$ cat src/rtl/aes_ahb_slave.sv
// -----------------------------------------------------------------------------
// aes_ahb_slave
//
// AHB-Lite slave front end of the AES accelerator. It decodes CPU transfers
// into a 16-byte register window and moves 32-bit words to and from the AES
// controller through two 4-word FIFOs.
//
// Register map (word offsets):
//   0x0 CTRL     W/R  bit0 start (write-1 pulse, reads 0), bit1 data_type,
//                     bit2 enc_dec
//   0x4 STATUS   R    bit0 key_done, bit1 out_valid, bit2 in_full,
//                     bit3 in_empty, bit4 out_overflow, bits[7:5] out_count
//   0x8 DATA_IN  W    push into the input FIFO
//   0xC DATA_OUT R    pop from the output FIFO (returns the pre-pop head)
//
// Ports:
//   clk, n_rst           clock (rising edge), asynchronous active-low reset
//   hsel .. hwdata       AHB-Lite address/data phase inputs
//   hrdata, hreadyout,
//   hresp                AHB-Lite data phase outputs
//   start                one-cycle pulse to the controller
//   data_type, enc_dec   control levels to the controller
//   data_received        one-cycle pulse when the input FIFO fills
//   ahb_mode,
//   ahb_shift_en         controller handshake (0 = fetch, 1 = write back)
//   core_wdata           input FIFO head, 0 when empty
//   core_rdata           word written back by the controller
//   done_chg_key         key-load-complete pulse from the controller
// -----------------------------------------------------------------------------
module aes_ahb_slave (
  input  logic        clk,
  input  logic        n_rst,
  input  logic        hsel,
  input  logic        hwrite,
  input  logic [1:0]  htrans,
  input  logic [2:0]  hsize,
  input  logic [3:0]  haddr,
  input  logic [31:0] hwdata,
  output logic [31:0] hrdata,
  output logic        hreadyout,
  output logic        hresp,
  output logic        start,
  output logic        data_type,
  output logic        enc_dec,
  output logic        data_received,
  input  logic        ahb_mode,
  input  logic        ahb_shift_en,
  output logic [31:0] core_wdata,
  input  logic [31:0] core_rdata,
  input  logic        done_chg_key
);

  localparam int DEPTH = 4;

  localparam logic [1:0] REG_CTRL   = 2'd0;
  localparam logic [1:0] REG_STATUS = 2'd1;
  localparam logic [1:0] REG_DIN    = 2'd2;
  localparam logic [1:0] REG_DOUT   = 2'd3;

  typedef enum logic [1:0] {IDLE_OK, ERR1, ERR2} bus_state_e;

  bus_state_e  state_q, state_d;
  logic        dp_valid_q, dp_valid_d;
  logic        dp_write_q, dp_write_d;
  logic [1:0]  dp_reg_q, dp_reg_d;
  logic        start_q, start_d;
  logic        data_type_q, data_type_d;
  logic        enc_dec_q, enc_dec_d;
  logic        key_done_q, key_done_d;
  logic        out_ovf_q, out_ovf_d;
  logic        data_rx_q, data_rx_d;
  logic [1:0]  in_wr_ptr_q, in_wr_ptr_d, in_rd_ptr_q, in_rd_ptr_d;
  logic [1:0]  out_wr_ptr_q, out_wr_ptr_d, out_rd_ptr_q, out_rd_ptr_d;
  logic [2:0]  in_count_q, in_count_d, out_count_q, out_count_d;
  logic [31:0] in_mem_q  [DEPTH];
  logic [31:0] out_mem_q [DEPTH];

  logic in_push, in_pop, out_push, out_pop, out_push_req;
  logic ctrl_wr, status_rd, illegal;

  // Address bits below word granularity and the low htrans bit carry no meaning here.
  logic unused_ok;
  assign unused_ok = ^{haddr[1:0], htrans[0]};

  // Data-phase side effects, all committed at the end of the data phase.
  assign ctrl_wr   = dp_valid_q &&  dp_write_q && (dp_reg_q == REG_CTRL);
  assign status_rd = dp_valid_q && !dp_write_q && (dp_reg_q == REG_STATUS);
  assign in_push   = dp_valid_q &&  dp_write_q && (dp_reg_q == REG_DIN);
  assign out_pop   = dp_valid_q && !dp_write_q && (dp_reg_q == REG_DOUT);
  assign in_pop    = !ahb_mode && ahb_shift_en && (in_count_q != 3'd0);

  // A full output FIFO still accepts a push when the bus pops it in the same cycle.
  assign out_push_req = ahb_mode && ahb_shift_en;
  assign out_push     = out_push_req && ((out_count_q != 3'(DEPTH)) || out_pop);

  // NOTE: every signal assigned in an always_comb gets a default first, so no
  // path can leave it unassigned and infer a latch.
  always_comb begin
    in_count_d   = in_count_q;
    out_count_d  = out_count_q;
    in_wr_ptr_d  = in_push  ? in_wr_ptr_q  + 2'd1 : in_wr_ptr_q;
    in_rd_ptr_d  = in_pop   ? in_rd_ptr_q  + 2'd1 : in_rd_ptr_q;
    out_wr_ptr_d = out_push ? out_wr_ptr_q + 2'd1 : out_wr_ptr_q;
    out_rd_ptr_d = out_pop  ? out_rd_ptr_q + 2'd1 : out_rd_ptr_q;
    case ({in_push, in_pop})
      2'b10:   in_count_d = in_count_q + 3'd1;
      2'b01:   in_count_d = in_count_q - 3'd1;
      default: in_count_d = in_count_q;
    endcase
    case ({out_push, out_pop})
      2'b10:   out_count_d = out_count_q + 3'd1;
      2'b01:   out_count_d = out_count_q - 3'd1;
      default: out_count_d = out_count_q;
    endcase

    start_d     = ctrl_wr && hwdata[0];
    data_type_d = ctrl_wr ? hwdata[1] : data_type_q;
    enc_dec_d   = ctrl_wr ? hwdata[2] : enc_dec_q;
    // Sticky bits: a set in the same cycle as the clearing read wins.
    key_done_d  = done_chg_key || (key_done_q && !status_rd);
    out_ovf_d   = (out_push_req && !out_push) || (out_ovf_q && !status_rd);
    data_rx_d   = (in_count_d == 3'(DEPTH)) && (in_count_q != 3'(DEPTH));
  end

  // Legality is judged against the FIFO levels the data phase will start with,
  // so a back-to-back transfer sees the effect of the one ahead of it.
  always_comb begin
    illegal = (hsize != 3'b010);
    case (haddr[3:2])
      REG_CTRL:   illegal = illegal;
      REG_STATUS: illegal = illegal || hwrite;
      REG_DIN:    illegal = illegal || !hwrite || (in_count_d == 3'(DEPTH));
      default:    illegal = illegal || hwrite || (out_count_d == 3'd0);
    endcase
  end

  // Bus FSM: next state and the latched data-phase descriptor.
  always_comb begin
    state_d    = state_q;
    dp_valid_d = 1'b0;
    dp_write_d = dp_write_q;
    dp_reg_d   = dp_reg_q;
    case (state_q)
      IDLE_OK, ERR2: begin
        state_d = IDLE_OK;
        if (hsel && htrans[1]) begin
          if (illegal) begin
            state_d = ERR1;
          end else begin
            dp_valid_d = 1'b1;
            dp_write_d = hwrite;
            dp_reg_d   = haddr[3:2];
          end
        end
      end
      ERR1:    state_d = ERR2;
      default: state_d = IDLE_OK;
    endcase
  end

  always_ff @(posedge clk or negedge n_rst) begin
    if (!n_rst) begin
      state_q      <= IDLE_OK;
      dp_valid_q   <= 1'b0;
      dp_write_q   <= 1'b0;
      dp_reg_q     <= 2'd0;
      start_q      <= 1'b0;
      data_type_q  <= 1'b0;
      enc_dec_q    <= 1'b0;
      key_done_q   <= 1'b0;
      out_ovf_q    <= 1'b0;
      data_rx_q    <= 1'b0;
      in_wr_ptr_q  <= 2'd0;
      in_rd_ptr_q  <= 2'd0;
      out_wr_ptr_q <= 2'd0;
      out_rd_ptr_q <= 2'd0;
      in_count_q   <= 3'd0;
      out_count_q  <= 3'd0;
    end else begin
      state_q      <= state_d;
      dp_valid_q   <= dp_valid_d;
      dp_write_q   <= dp_write_d;
      dp_reg_q     <= dp_reg_d;
      start_q      <= start_d;
      data_type_q  <= data_type_d;
      enc_dec_q    <= enc_dec_d;
      key_done_q   <= key_done_d;
      out_ovf_q    <= out_ovf_d;
      data_rx_q    <= data_rx_d;
      in_wr_ptr_q  <= in_wr_ptr_d;
      in_rd_ptr_q  <= in_rd_ptr_d;
      out_wr_ptr_q <= out_wr_ptr_d;
      out_rd_ptr_q <= out_rd_ptr_d;
      in_count_q   <= in_count_d;
      out_count_q  <= out_count_d;
    end
  end

  // NOTE: FIFO storage is deliberately not reset; the counts gate every read
  // of it, so stale words are never observable.
  always_ff @(posedge clk) begin
    if (in_push)  in_mem_q[in_wr_ptr_q]   <= hwdata;
    if (out_push) out_mem_q[out_wr_ptr_q] <= core_rdata;
  end

  always_comb begin
    hrdata = '0;
    if (dp_valid_q && !dp_write_q) begin
      case (dp_reg_q)
        REG_CTRL:   hrdata = {29'd0, enc_dec_q, data_type_q, 1'b0};
        REG_STATUS: hrdata = {24'd0, out_count_q, out_ovf_q,
                              (in_count_q == 3'd0), (in_count_q == 3'(DEPTH)),
                              (out_count_q == 3'(DEPTH)), key_done_q};
        REG_DOUT:   hrdata = out_mem_q[out_rd_ptr_q];
        default:    hrdata = '0;
      endcase
    end
  end

  assign hreadyout     = (state_q != ERR1);
  assign hresp         = (state_q != IDLE_OK);
  assign start         = start_q;
  assign data_type     = data_type_q;
  assign enc_dec       = enc_dec_q;
  assign data_received = data_rx_q;
  assign core_wdata    = (in_count_q != 3'd0) ? in_mem_q[in_rd_ptr_q] : '0;

endmodule

$ cat config.mk
export PLATFORM = sky130hd
export DESIGN_NAME = aes_ahb_slave
export DESIGN_NICKNAME = d
export VERILOG_FILES = /design/src/rtl/aes_ahb_slave.sv
export SDC_FILE = /design/constraint.sdc
export NUM_CORES = 1
export LEC_CHECK = 0
export CAP_MARGIN = 30
export CORE_UTILIZATION = 35
export CTS_CLUSTER_DIAMETER = 40
export CTS_CLUSTER_SIZE = 14
export DETAILED_ROUTE_END_ITERATION = 7
export PLACE_DENSITY = 0.65
export SYNTH_ARGS = -nofsm -noshare
export SYNTH_HDL_FRONTEND = slang
export SYNTH_SLANG_ARGS = --single-unit
$ cat constraint.sdc
create_clock -name clk -period 2.8 [get_ports clk]
set_input_delay 0.56 -clock clk [delete_from_list [all_inputs] [get_ports clk]]
set_output_delay 0.56 -clock clk [all_outputs]
set_load 0.01 [all_outputs]
==> out/qor.tcl, run 1 <==
set qor(reg2reg_depth) 13
set qor(drive_gt1_share_pct) 32.1
set qor(netlist.area_leader.share_pct) 69.3
set qor(share_seq_of_total_power_pct) 38.6
set qor(crit_arrival_ns) 2.16
set qor(timing.max_slew.rel_slack_pct) 66.8
set qor(share_of_the_cycle_needed_by_the_critical_path_after_routing_pct) 97.0
set qor(synth_seq_area_share_pct) 75.2
set qor(unrepaired_setup_endpoints_after_global_routing) {yes}
set qor(floorplan.core_area_sq_um) 30900
set qor(worstSetupEndpointType) {output pin}
set qor(grt_max_degree) 34
set qor(clock_latency_on_the_worst_skew_pair_ns) 0.51
set qor(gr-usage-all-layers_pct) 14.5
set qor(yosys_register_bits) 282
set qor(detailedRoute.firstPassIterationCount) 4
set qor(criticalPathCategory) {reg2out}
set qor(synthesis.area_per_instance_sq_um) 20.3
set qor(cts.clk_slew.worst_paths_ns) 0.06
set qor(internal_power_uw) 9830
set qor(cts-root-to-sink-buffers) 3
set qor(cts-buffers-inserted) 40
set qor(synth_nets) 638
set qor(antennaDiodeCount) 0
set qor(cts-hold-fix-buffers) 0
set qor(worst_ep_required_time_ns) 2.24
set qor(drc_errors) 0
set qor(final_cell_area_sq_um) 15200
set qor(final_cells) 1208
set qor(ir_drop_mv) 0.505
set qor(worst_r2r_endpoint) {dp_write_q}
set qor(crit_path_max_fanout) 8
set qor(crit_slowest_cell) {sky130_fd_sc_hd__mux4_2}
set qor(cellLeakagePower_uw) 0.00536
set qor(clock-skew-final_ns) 0.0178
set qor(power.share.switching_pct) 25.3
set qor(fin_crit_ns) 2.72
set qor(fp-row-count) 64
set qor(post_route_hold_slack_ns) 0.427
set qor(startpoint_type) {flop}
set qor(timing.rr.start) {dp_write_q}
set qor(tritoncts) {built}
set qor(die-height_microns) 180
set qor(layout_commonest_cell) {sky130_fd_sc_hd__edfxtp_1}
set qor(placed_cell_area_sq_um) 13400
set qor(outcome) {finished clean}
set qor(power_switching_uw) 3320
set qor(tightestPinTransition_ns) 0.498
set qor(r2r_slack_ns) 0.10
set qor(grt_pass1_wl_mm) 36.0
set qor(initial_utilization_pct) 35.9
set qor(synth_area_leaders) {sky130_fd_sc_hd__edfxtp_1 (69%), sky130_fd_sc_hd__mux4_2 (13%), sky130_fd_sc_hd__dfrtp_1 (5.9%), sky130_fd_sc_hd__nor2b_1 (2.0%), sky130_fd_sc_hd__and2_1 (2.0%)}
set qor(post-synth-top-area-cell) {sky130_fd_sc_hd__edfxtp_1}
set qor(yosysUniqueCellTypes) 39
set qor(placed_cells) 1104
set qor(die-area_sq_um) 32400
set qor(achievable-frequency_ghz) 0.368
set qor(clock_tree.root_cell) {sky130_fd_sc_hd__clkbuf_16}
set qor(grt-ovfl-total) 0
set qor(yosysWarningCount) 0
set qor(power-per-cell-area_nw_per_um2) 865
set qor(fin_util_pct) 49.1
set qor(grt_pass1_vias) 6301
set qor(crit_chain) {buf_12 > buf_4 > mux4_2 > a22o_1 > clkdlybuf4s15_2}
set qor(drt_iter0_drcs) 280
set qor(maxCapViolCount) 0
set qor(report.final.hold_viol_count) 0
set qor(comb_power_share_pct) 21.5
set qor(vias_per_cell) 4.75
set qor(nets) 874
set qor(pin_count) 150
set qor(min_path_type) {in2async}
set qor(mostFrequentLayoutCells) {sky130_fd_sc_hd__edfxtp_1 (256), sky130_fd_sc_hd__clkdlybuf4s50_1 (82), sky130_fd_sc_hd__mux4_2 (64)}
set qor(drt-total-wl_mm) 23.1
set qor(power.share.clock_pct) 39.9
set qor(place.gp.congestion) 0.742
set qor(finalSetupViolCount) 0
set qor(synthesis.area_sq_um) 11100
set qor(route.detailed.wl_per_inst_microns) 19.2
set qor(htree_num_levels) 2
set qor(port_buffers) 146
set qor(die-width_microns) 180
set qor(routed-via-count) 5739
set qor(postSynthCellCount) 546
set qor(numClockSinks) 282
set qor(drtAntennaViolNets) 0
set qor(antenna_found_initial) 0
set qor(cpPeakStageDelay_ns) 0.49
set qor(syn_to_final_growth_pct) 36.9
set qor(dp_hpwl_mm) 14.1
set qor(maxSlewViolCount) 0
layout make-up:
class | instances | area [sq um]
Inverter | 16 | 63.8
Timing Repair Buffer | 218 | 2170
Clock buffer | 45 | 1060
Tap cell | 396 | 495
Sequential cell | 282 | 8340
Multi-Input combinational cell | 224 | 2700
Fill cell | 2542 | 15700
Clock inverter | 27 | 367
repair_timing:
item,in CTS,in global routing
resized for setup,126,45
cloned,2,2
endpoints found under the setup margin,67,36
pin swaps,4,2
setup buffers,22,6
critical path: cells and delay by family (launching register included):
family                 cells  cell delay (ns)
AOI/OAI and AO/OA          1             0.20
DFF                        1             0.43
muxes                      1             0.49
buffers and inverters      3             0.52
metrics by stage:
| step | setup WS, ns | total power [uW] | TNS [ns] |
|---|---|---|---|
| after floorplan | 0.0439 | 6620 | 0 |
| after global placement | -0.413 | 7920 | -1.49 |
| after detailed placement | -0.519 | 7970 | -2.01 |
| after CTS | 0.000288 | 13200 | 0 |
| after global routing | -0.0251 | 13700 | -0.0672 |
| final | 0.0841 | 13100 | 0 |
how the worst max path moves through the flow:
stage / to / cells past startpoint / startpoint
2_1_floorplan: dp_reg_q[0] / 11 / dp_reg_q[0]
3_3_place_gp: dp_reg_q[0] / 10 / ahb_shift_en
3_5_place_dp: dp_reg_q[1] / 10 / ahb_shift_en
4_1_cts: hrdata[7] / 5 / out_rd_ptr_q[0]
5_1_grt: dp_reg_q[1] / 13 / dp_write_q
6_report: hrdata[0] / 5 / out_rd_ptr_q[0]
cells in the mapped netlist, drive strengths merged:
master  instances
nor4            1
a31oi           4
xor2            4
edfxtp        256
nand4           1
nand2b          4
nand2          13
xnor2           7
dfrtp          26
and2           35
nor2            7
inv            16
buf            12
nand3           1
a32o            1
o311ai          1
a21oi           2
mux2            6
a21o            1
or2             2
fa              2
or3             1
nand4b          1
ha             10
o21ai           6
nor2b          36
clkbuf         12
nand3b          1
mux4           64
mux2i           2
nor3b           4
a22o            4
nor3            2
o31a            1
state kept, by name, summed over array words and instances (netlist names):
signal / count
out_mem_q: 128
dp_write_q: 1
data_type: 1
out_rd_ptr_q: 2
in_mem_q: 128
state_q: 2
key_done_q: 1
dp_valid_q: 1
out_ovf_q: 1
dp_reg_q: 2
enc_dec: 1
out_wr_ptr_q: 2
data_received: 1
in_wr_ptr_q: 2
out_count_q: 3
in_count_q: 3
start: 1
in_rd_ptr_q: 2
layer usage:
metal  up-vias  wire length, microns  global-route usage (%)
li1       2631                     -                       -
met1      2905                  9190                    16.7
met2       171                 11600                    25.6
met3        32                  1900                    5.32
met4         0                   410                    3.76
met5         -                     0                       0
kinds of logic (layout without fill, tap and decap cells):
family	count (synthesis)	after routing	synth area share (%)
AO/OA/AOI/OAI	20	20	1.39
buffers and inverters	40	306	1.51
XOR/XNOR	11	11	0.868
multiplexers	72	72	13.8
adder cells (fa/ha/maj)	12	12	1.49
flip-flops	282	282	75.2
AND/OR/NAND/NOR	109	109	5.81
power by group through the flow:
stage | Sequential, uW | Combinational, uW | Clock (uW)
2_1_floorplan | 5090 | 1530 | 0
3_3_place_gp | 5140 | 2780 | 0
5_1_grt | 5110 | 3070 | 5520
6_report | 5080 | 2820 | 5240
3_5_place_dp | 5150 | 2820 | 0
4_1_cts | 5070 | 2810 | 5350
No activity file was read; power rests on OpenSTA's default activity.
==> run 2, diff against run 1 <==
--- a/config.mk
+++ b/config.mk
@@ -6,6 +6,7 @@
 export NUM_CORES = 1
 export LEC_CHECK = 0
 export CAP_MARGIN = 30
+export CORE_MARGIN = 3
 export CORE_UTILIZATION = 35
 export CTS_CLUSTER_DIAMETER = 40
 export CTS_CLUSTER_SIZE = 14
==> run 2 against run 1 <==
First-iteration DRC count is 3.2% higher. Die area grew 4.5%. Highest routed layer is now met5. Largest power group is now registers. Fmax is 0.67% lower. Largest cell class unchanged. Non-clock buffer count decreased by 11. Final cell count is 0.91% lower. Hold slack worse by 0.0017 ns. Power fell by 3.8%. Clock power down 7.1%.
==> out/qor.tcl, run 2 (synthesized netlist as in run 1, its figures left out) <==
set qor(die-width_microns) 184
set qor(cts-buffers-inserted) 39
set qor(power-per-cell-area_nw_per_um2) 846
set qor(vias_per_cell) 4.83
set qor(clock-skew-final_ns) 0.0149
set qor(initial_utilization_pct) 35.9
set qor(grt_pass1_wl_mm) 35.6
set qor(worst_r2r_endpoint) {dp_write_q}
set qor(detailedRoute.firstPassIterationCount) 4
set qor(grt_max_degree) 34
set qor(die-area_sq_um) 33900
set qor(post_route_hold_slack_ns) 0.426
set qor(drtAntennaViolNets) 0
set qor(crit_chain) {buf_12 > mux4_2 > a31oi_2 > nor2_1 > dlygate4sd2_1}
set qor(finalSetupViolCount) 0
set qor(timing.rr.start) {dp_valid_q}
set qor(drc_errors) 0
set qor(top_regs) {in_mem_q x128, out_mem_q x128}
set qor(routed-via-count) 5785
set qor(cts-root-to-sink-buffers) 3
set qor(pre_cts_slack_ns) -0.495
set qor(share_of_the_cycle_needed_by_the_critical_path_after_routing_pct) 97.7
set qor(worstSetupEndpointType) {output pin}
set qor(numClockSinks) 282
set qor(port_buffers) 146
set qor(achievable-frequency_ghz) 0.366
set qor(postLayoutSetupSlackWorst_ns) 0.0656
set qor(min_path_type) {in2async}
set qor(gr-usage-all-layers_pct) 13.7
set qor(layout_commonest_cell) {sky130_fd_sc_hd__edfxtp_1}
set qor(cts.clk_slew.worst_paths_ns) 0.06
set qor(tightestPinTransition_ns) 0.495
set qor(drive_gt1_share_pct) 29.4
set qor(grt-ovfl-total) 0
set qor(fp-row-count) 64
set qor(crit_arrival_ns) 2.17
set qor(clock_tree.root_cell) {sky130_fd_sc_hd__clkbuf_16}
set qor(cpPeakStageDelay_ns) 0.53
set qor(r2r_slack_ns) 0.11
set qor(criticalPathCategory) {reg2out}
set qor(crit_buf_inv) 2
set qor(place.gp.congestion) 0.721
set qor(fin_crit_ns) 2.73
set qor(pin_count) 150
set qor(placed_cells) 1105
set qor(multi_input_area_sq_um) 2690
set qor(maxSlewViolCount) 0
set qor(crit_slowest_cell) {sky130_fd_sc_hd__mux4_2}
set qor(cellLeakagePower_uw) 0.00524
set qor(final_cells) 1197
set qor(crit_path_max_fanout) 12
set qor(tritoncts) {built}
set qor(grt_pass1_vias) 6196
set qor(floorplan.core_area_sq_um) 30900
set qor(layout.area.seq_sq_um) 8340
set qor(syn_to_final_growth_pct) 34.8
set qor(timing.max_slew.rel_slack_pct) 67.0
set qor(die-height_microns) 184
set qor(fillers) 2597
set qor(critical_path.top_delay_family) {multiplexers}
set qor(mostFrequentLayoutCells) {sky130_fd_sc_hd__edfxtp_1 (256), sky130_fd_sc_hd__clkdlybuf4s50_1 (82), sky130_fd_sc_hd__mux4_2 (64)}
set qor(dp_hpwl_mm) 14.3
set qor(ir_drop_mv) 0.495
set qor(drt-total-wl_mm) 23.2
set qor(worst_ep_required_time_ns) 2.24
set qor(maxCapViolCount) 0
set qor(antenna_found_initial) 1
set qor(reg2reg_depth) 13
set qor(clock_latency_on_the_worst_skew_pair_ns) 0.50
set qor(outcome) {finished clean}
set qor(route.detailed.wl_per_inst_microns) 19.4
set qor(nets) 862
set qor(unrepaired_setup_endpoints_after_global_routing) {yes}
set qor(startpoint_type) {flop}
set qor(report.final.hold_viol_count) 0
set qor(htree_num_levels) 2
set qor(drt_iter0_drcs) 289
[run 2: timing repair]
| item | 4_1_cts | 5_1_grt |
|---|---|---|
| hold buffers | 0 | 0 |
| pin swaps | 1 | 3 |
| buffers inserted | 14 | 4 |
| setup endpoints to repair | 67 | 19 |
| gates resized for setup | 98 | 38 |
| cloned | 2 | 1 |
[run 2: area by class of cell]
type / count / share of cell area, %
clock inverters: 27 / 1.89
repair buffers: 207 / 13.7
clock buffers: 44 / 6.93
inverters: 16 / 0.402
flip-flops and latches: 282 / 55.8
multi-input cells: 224 / 18.0
diodes: 1 / 0.0167
well taps: 396 / 3.31
[run 2: worst max-delay path by stage]
stage,startpoint,end,cells past startpoint
2_1_floorplan,dp_reg_q[0],dp_reg_q[0],11
3_3_place_gp,ahb_shift_en,dp_reg_q[0],10
3_5_place_dp,ahb_shift_en,dp_write_q,10
4_1_cts,out_rd_ptr_q[0],hrdata[4],5
5_1_grt,ahb_shift_en,dp_reg_q[1],10
6_report,out_rd_ptr_q[0],hrdata[1],5
[run 2: power breakdown]
part           internal [uW]  total, uW  switching (uW)
Combinational           1460       2720            1260
Sequential              4920       5070             151
Clock                   3080       4870            1790
Total                   9450      12600            3200
[run 2: per-stage QoR]
| stage | power, uW | instance area, sq um | utilization (%) | TNS [ns] |
|---|---|---|---|---|
| floorplan | 6620 | 11100 | - | 0 |
| global placement | 7920 | 13400 | 43.3 | -1.63 |
| detailed placement | 7950 | 13400 | 43.3 | -1.85 |
| CTS | 12700 | 14900 | 48.1 | 0 |
| global route | 13200 | 15000 | 48.4 | -0.178 |
| finish | 12700 | 15000 | 48.4 | 0 |
[run 2: routing by layer]
metal | track usage [%] | share of wire (%) | wire length, microns | vias up
li1 | - | - | - | 2612
met1 | 17.8 | 41 | 9600 | 2934
met2 | 22.3 | 48 | 11200 | 200
met3 | 4.37 | 8.4 | 1950 | 37
met4 | 3.75 | 1.7 | 391 | 2
met5 | 0 | 0.056 | 13 | -
==> run 3, diff against run 2 <==
--- a/config.mk
+++ b/config.mk
@@ -7,11 +7,12 @@
 export LEC_CHECK = 0
 export CAP_MARGIN = 30
 export CORE_MARGIN = 3
-export CORE_UTILIZATION = 35
+export CORE_UTILIZATION = 47
 export CTS_CLUSTER_DIAMETER = 40
 export CTS_CLUSTER_SIZE = 14
 export DETAILED_ROUTE_END_ITERATION = 7
-export PLACE_DENSITY = 0.65
+export DONT_BUFFER_PORTS = 1
+export PLACE_DENSITY = 0.72
 export SYNTH_ARGS = -nofsm -noshare
 export SYNTH_HDL_FRONTEND = slang
 export SYNTH_SLANG_ARGS = --single-unit
==> constraint.sdc (replaced) <==
create_clock -name clk -period 2.4 [get_ports clk]
set_input_delay 0.48 -clock clk [delete_from_list [all_inputs] [get_ports clk]]
set_output_delay 0.48 -clock clk [all_outputs]
set_load 0.01 [all_outputs]
==> run 3 against run 2 <==
The run now ends with setup timing left. Worst setup slack worse by 0.32 ns. Cell area is 6.6% lower. Sequential cell count is the same. Global-route usage increased by 3.5 points. Clock skew grew 0.0061 ns. Final cell count decreased by 19%. Power grew 17%. Highest routed layer is now met4.
==> out/qor.tcl, run 3 (synthesized netlist as in run 1, its figures left out) <==
set qor(dp_hpwl_mm) 13.1
set qor(drt-total-wl_mm) 21.7
set qor(clock_tree.root_cell) {sky130_fd_sc_hd__clkbuf_16}
set qor(clock-skew-final_ns) 0.0211
set qor(gr-max-usage-layer) {met2}
set qor(grt_pass1_wl_mm) 34.0
set qor(grt_max_degree) 34
set qor(power.share.switching_pct) 25.2
set qor(power.share.clock_pct) 38.1
set qor(cts.clk_slew.worst_paths_ns) 0.06
set qor(die-area_sq_um) 25500
set qor(grt-ovfl-total) 0
set qor(outcome) {finished with violations}
set qor(power_switching_uw) 3750
set qor(drc_errors) 0
set qor(tritoncts) {built}
set qor(pin_count) 150
set qor(power-per-cell-area_nw_per_um2) 1060
set qor(cts-buffers-inserted) 36
set qor(vias_per_cell) 5.43
set qor(r2r_slack_ns) -0.26
set qor(violations) {setup timing}
set qor(use_met2_pct) 29.7
set qor(gr-usage-all-layers_pct) 17.2
set qor(fin_tns_setup_ns) -1.60
set qor(unrepaired_setup_endpoints_after_global_routing) {yes}
set qor(crit_arrival_ns) 3.04
set qor(criticalPathCategory) {reg2reg}
set qor(htree_num_levels) 2
set qor(internal_power_uw) 11100
set qor(drtAntennaViolNets) 0
set qor(startpoint_type) {flop}
set qor(tightestPinTransition_ns) 0.503
set qor(cts-root-to-sink-buffers) 3
set qor(syn_to_final_growth_pct) 25.9
set qor(timing.max_slew.rel_slack_pct) 66.4
set qor(initial_utilization_pct) 48.4
set qor(gr-usage-met1_pct) 20.4
set qor(maxSlewViolCount) 0
set qor(share_seq_of_total_power_pct) 40.0
set qor(min_path_type) {in2reg}
set qor(mostFrequentLayoutCells) {sky130_fd_sc_hd__edfxtp_1 (256), sky130_fd_sc_hd__mux4_2 (64), sky130_fd_sc_hd__clkbuf_16 (38)}
set qor(post_route_hold_slack_ns) 0.0588
set qor(crit_path_max_fanout) 4
set qor(place.gp.congestion) 0.756
set qor(ir_drop_mv) 0.781
set qor(worst_ep_required_time_ns) 2.78
set qor(top_regs) {in_mem_q x128, out_mem_q x128}
set qor(route.detailed.wl_per_inst_microns) 22.3
set qor(routed-via-count) 5265
set qor(cellLeakagePower_uw) 0.00481
set qor(antenna_found_initial) 0
set qor(achievable-frequency_ghz) 0.376
set qor(die-width_microns) 160
set qor(port_buffers) 0
set qor(report.final.hold_viol_count) 0
set qor(fin_crit_ns) 2.66
set qor(drt_iter0_drcs) 384
set qor(detailedRoute.firstPassIterationCount) 4
set qor(numClockSinks) 282
set qor(postLayoutSetupSlackWorst_ns) -0.256
set qor(layout_commonest_cell) {sky130_fd_sc_hd__edfxtp_1}
set qor(share_of_the_cycle_needed_by_the_critical_path_after_routing_pct) 111
set qor(finalSetupViolCount) 24
set qor(maxCapViolCount) 0
set qor(comb_power_share_pct) 21.9
set qor(worstSetupEndpointType) {flop}
set qor(clock_latency_on_the_worst_skew_pair_ns) 0.51
set qor(fp-row-count) 55
set qor(nets) 722
set qor(antennaDiodeCount) 0
set qor(die-height_microns) 160
set qor(drive_gt1_share_pct) 43.7
set qor(grt_pass1_vias) 5854
set qor(floorplan.core_area_sq_um) 22900
set qor(grtUsageMet3_pct) 6.38
run 3: cell count changes in the layout (fill, tap and decap cells not counted), sizes merged, moves of 2 or more:
cell / delta
clkdlybuf4s50: -82
dlygate4sd2: -36
clkdlybuf4s15: -23
buf: +7
clkbuf: -5
clkinvlp: -5
bufinv: +2
inv: -2
run 3: cell type report:
class | instances | area, sq um
Sequential cell | 282 | 8350
Multi-Input combinational cell | 224 | 3000
Fill cell | 1584 | 8940
Timing Repair Buffer | 70 | 865
Clock buffer | 43 | 970
Clock inverter | 22 | 340
Tap cell | 313 | 392
Inverter | 16 | 60.1
run 3: per-stage QoR:
step,setup WS [ns],area [sq um],utilization [%],power [uW],std cells
after floorplan,-0.149,11200,-,7770,546
after global placement,-0.180,12000,52.2,8450,880
after detailed placement,-0.313,12000,52.2,8540,880
after CTS,-0.233,13800,60.4,14900,969
after global routing,-0.352,14000,61.0,15500,970
final,-0.256,14000,61.0,14900,970
run 3: power groups by stage:
stage | registers (uW) | clock network, uW | logic, uW
after floorplan | 5950 | 0 | 1830
after global placement | 6040 | 0 | 2410
after detailed placement | 6070 | 0 | 2460
after CTS | 5940 | 5780 | 3200
after global routing | 5980 | 6020 | 3500
final | 5950 | 5650 | 3250
run 3: worst max-delay path, stage by stage (launching register included):
cell,delay [ns]
sky130_fd_sc_hd__dfrtp_1,0.39
sky130_fd_sc_hd__nor3b_2,0.22
sky130_fd_sc_hd__and2_4,0.19
sky130_fd_sc_hd__nor2_4,0.04
sky130_fd_sc_hd__inv_2,0.05
sky130_fd_sc_hd__ha_4,0.13
sky130_fd_sc_hd__inv_2,0.03
sky130_fd_sc_hd__fa_2,0.33
sky130_fd_sc_hd__xor2_1,0.16
sky130_fd_sc_hd__or3_4,0.35
sky130_fd_sc_hd__a31oi_4,0.22
sky130_fd_sc_hd__o21ai_4,0.10
sky130_fd_sc_hd__mux2_4,0.31
run 3: timing repair:
item	CTS	global route
gates resized for setup	78	51
hold buffers	2	0
gates cloned	3	0
setup buffers	20	5
hold endpoints to repair	26	0
endpoints found under the setup margin	67	69
pin swaps	9	3
run 3: path summary, 6_finish.rpt:
path,from,end,depth (start not counted)
max,out_count_q[1],dp_reg_q[1],12
min,hwdata[12],in_mem_q[1][12],0
max reg2reg,out_count_q[1],dp_reg_q[1],12
min reg2reg,state_q[1],state_q[1],1
max in group asynchronous,n_rst,in_rd_ptr_q[0],2
min in group asynchronous,n_rst,state_q[0],2
run 3: metal layers:
| metal | vias to the layer above | wire [microns] |
|---|---|---|
| met5 | - | 0 |
| met1 | 2735 | 8040 |
| li1 | 2329 | - |
| met3 | 41 | 1710 |
| met4 | 0 | 499 |
| met2 | 160 | 11400 |
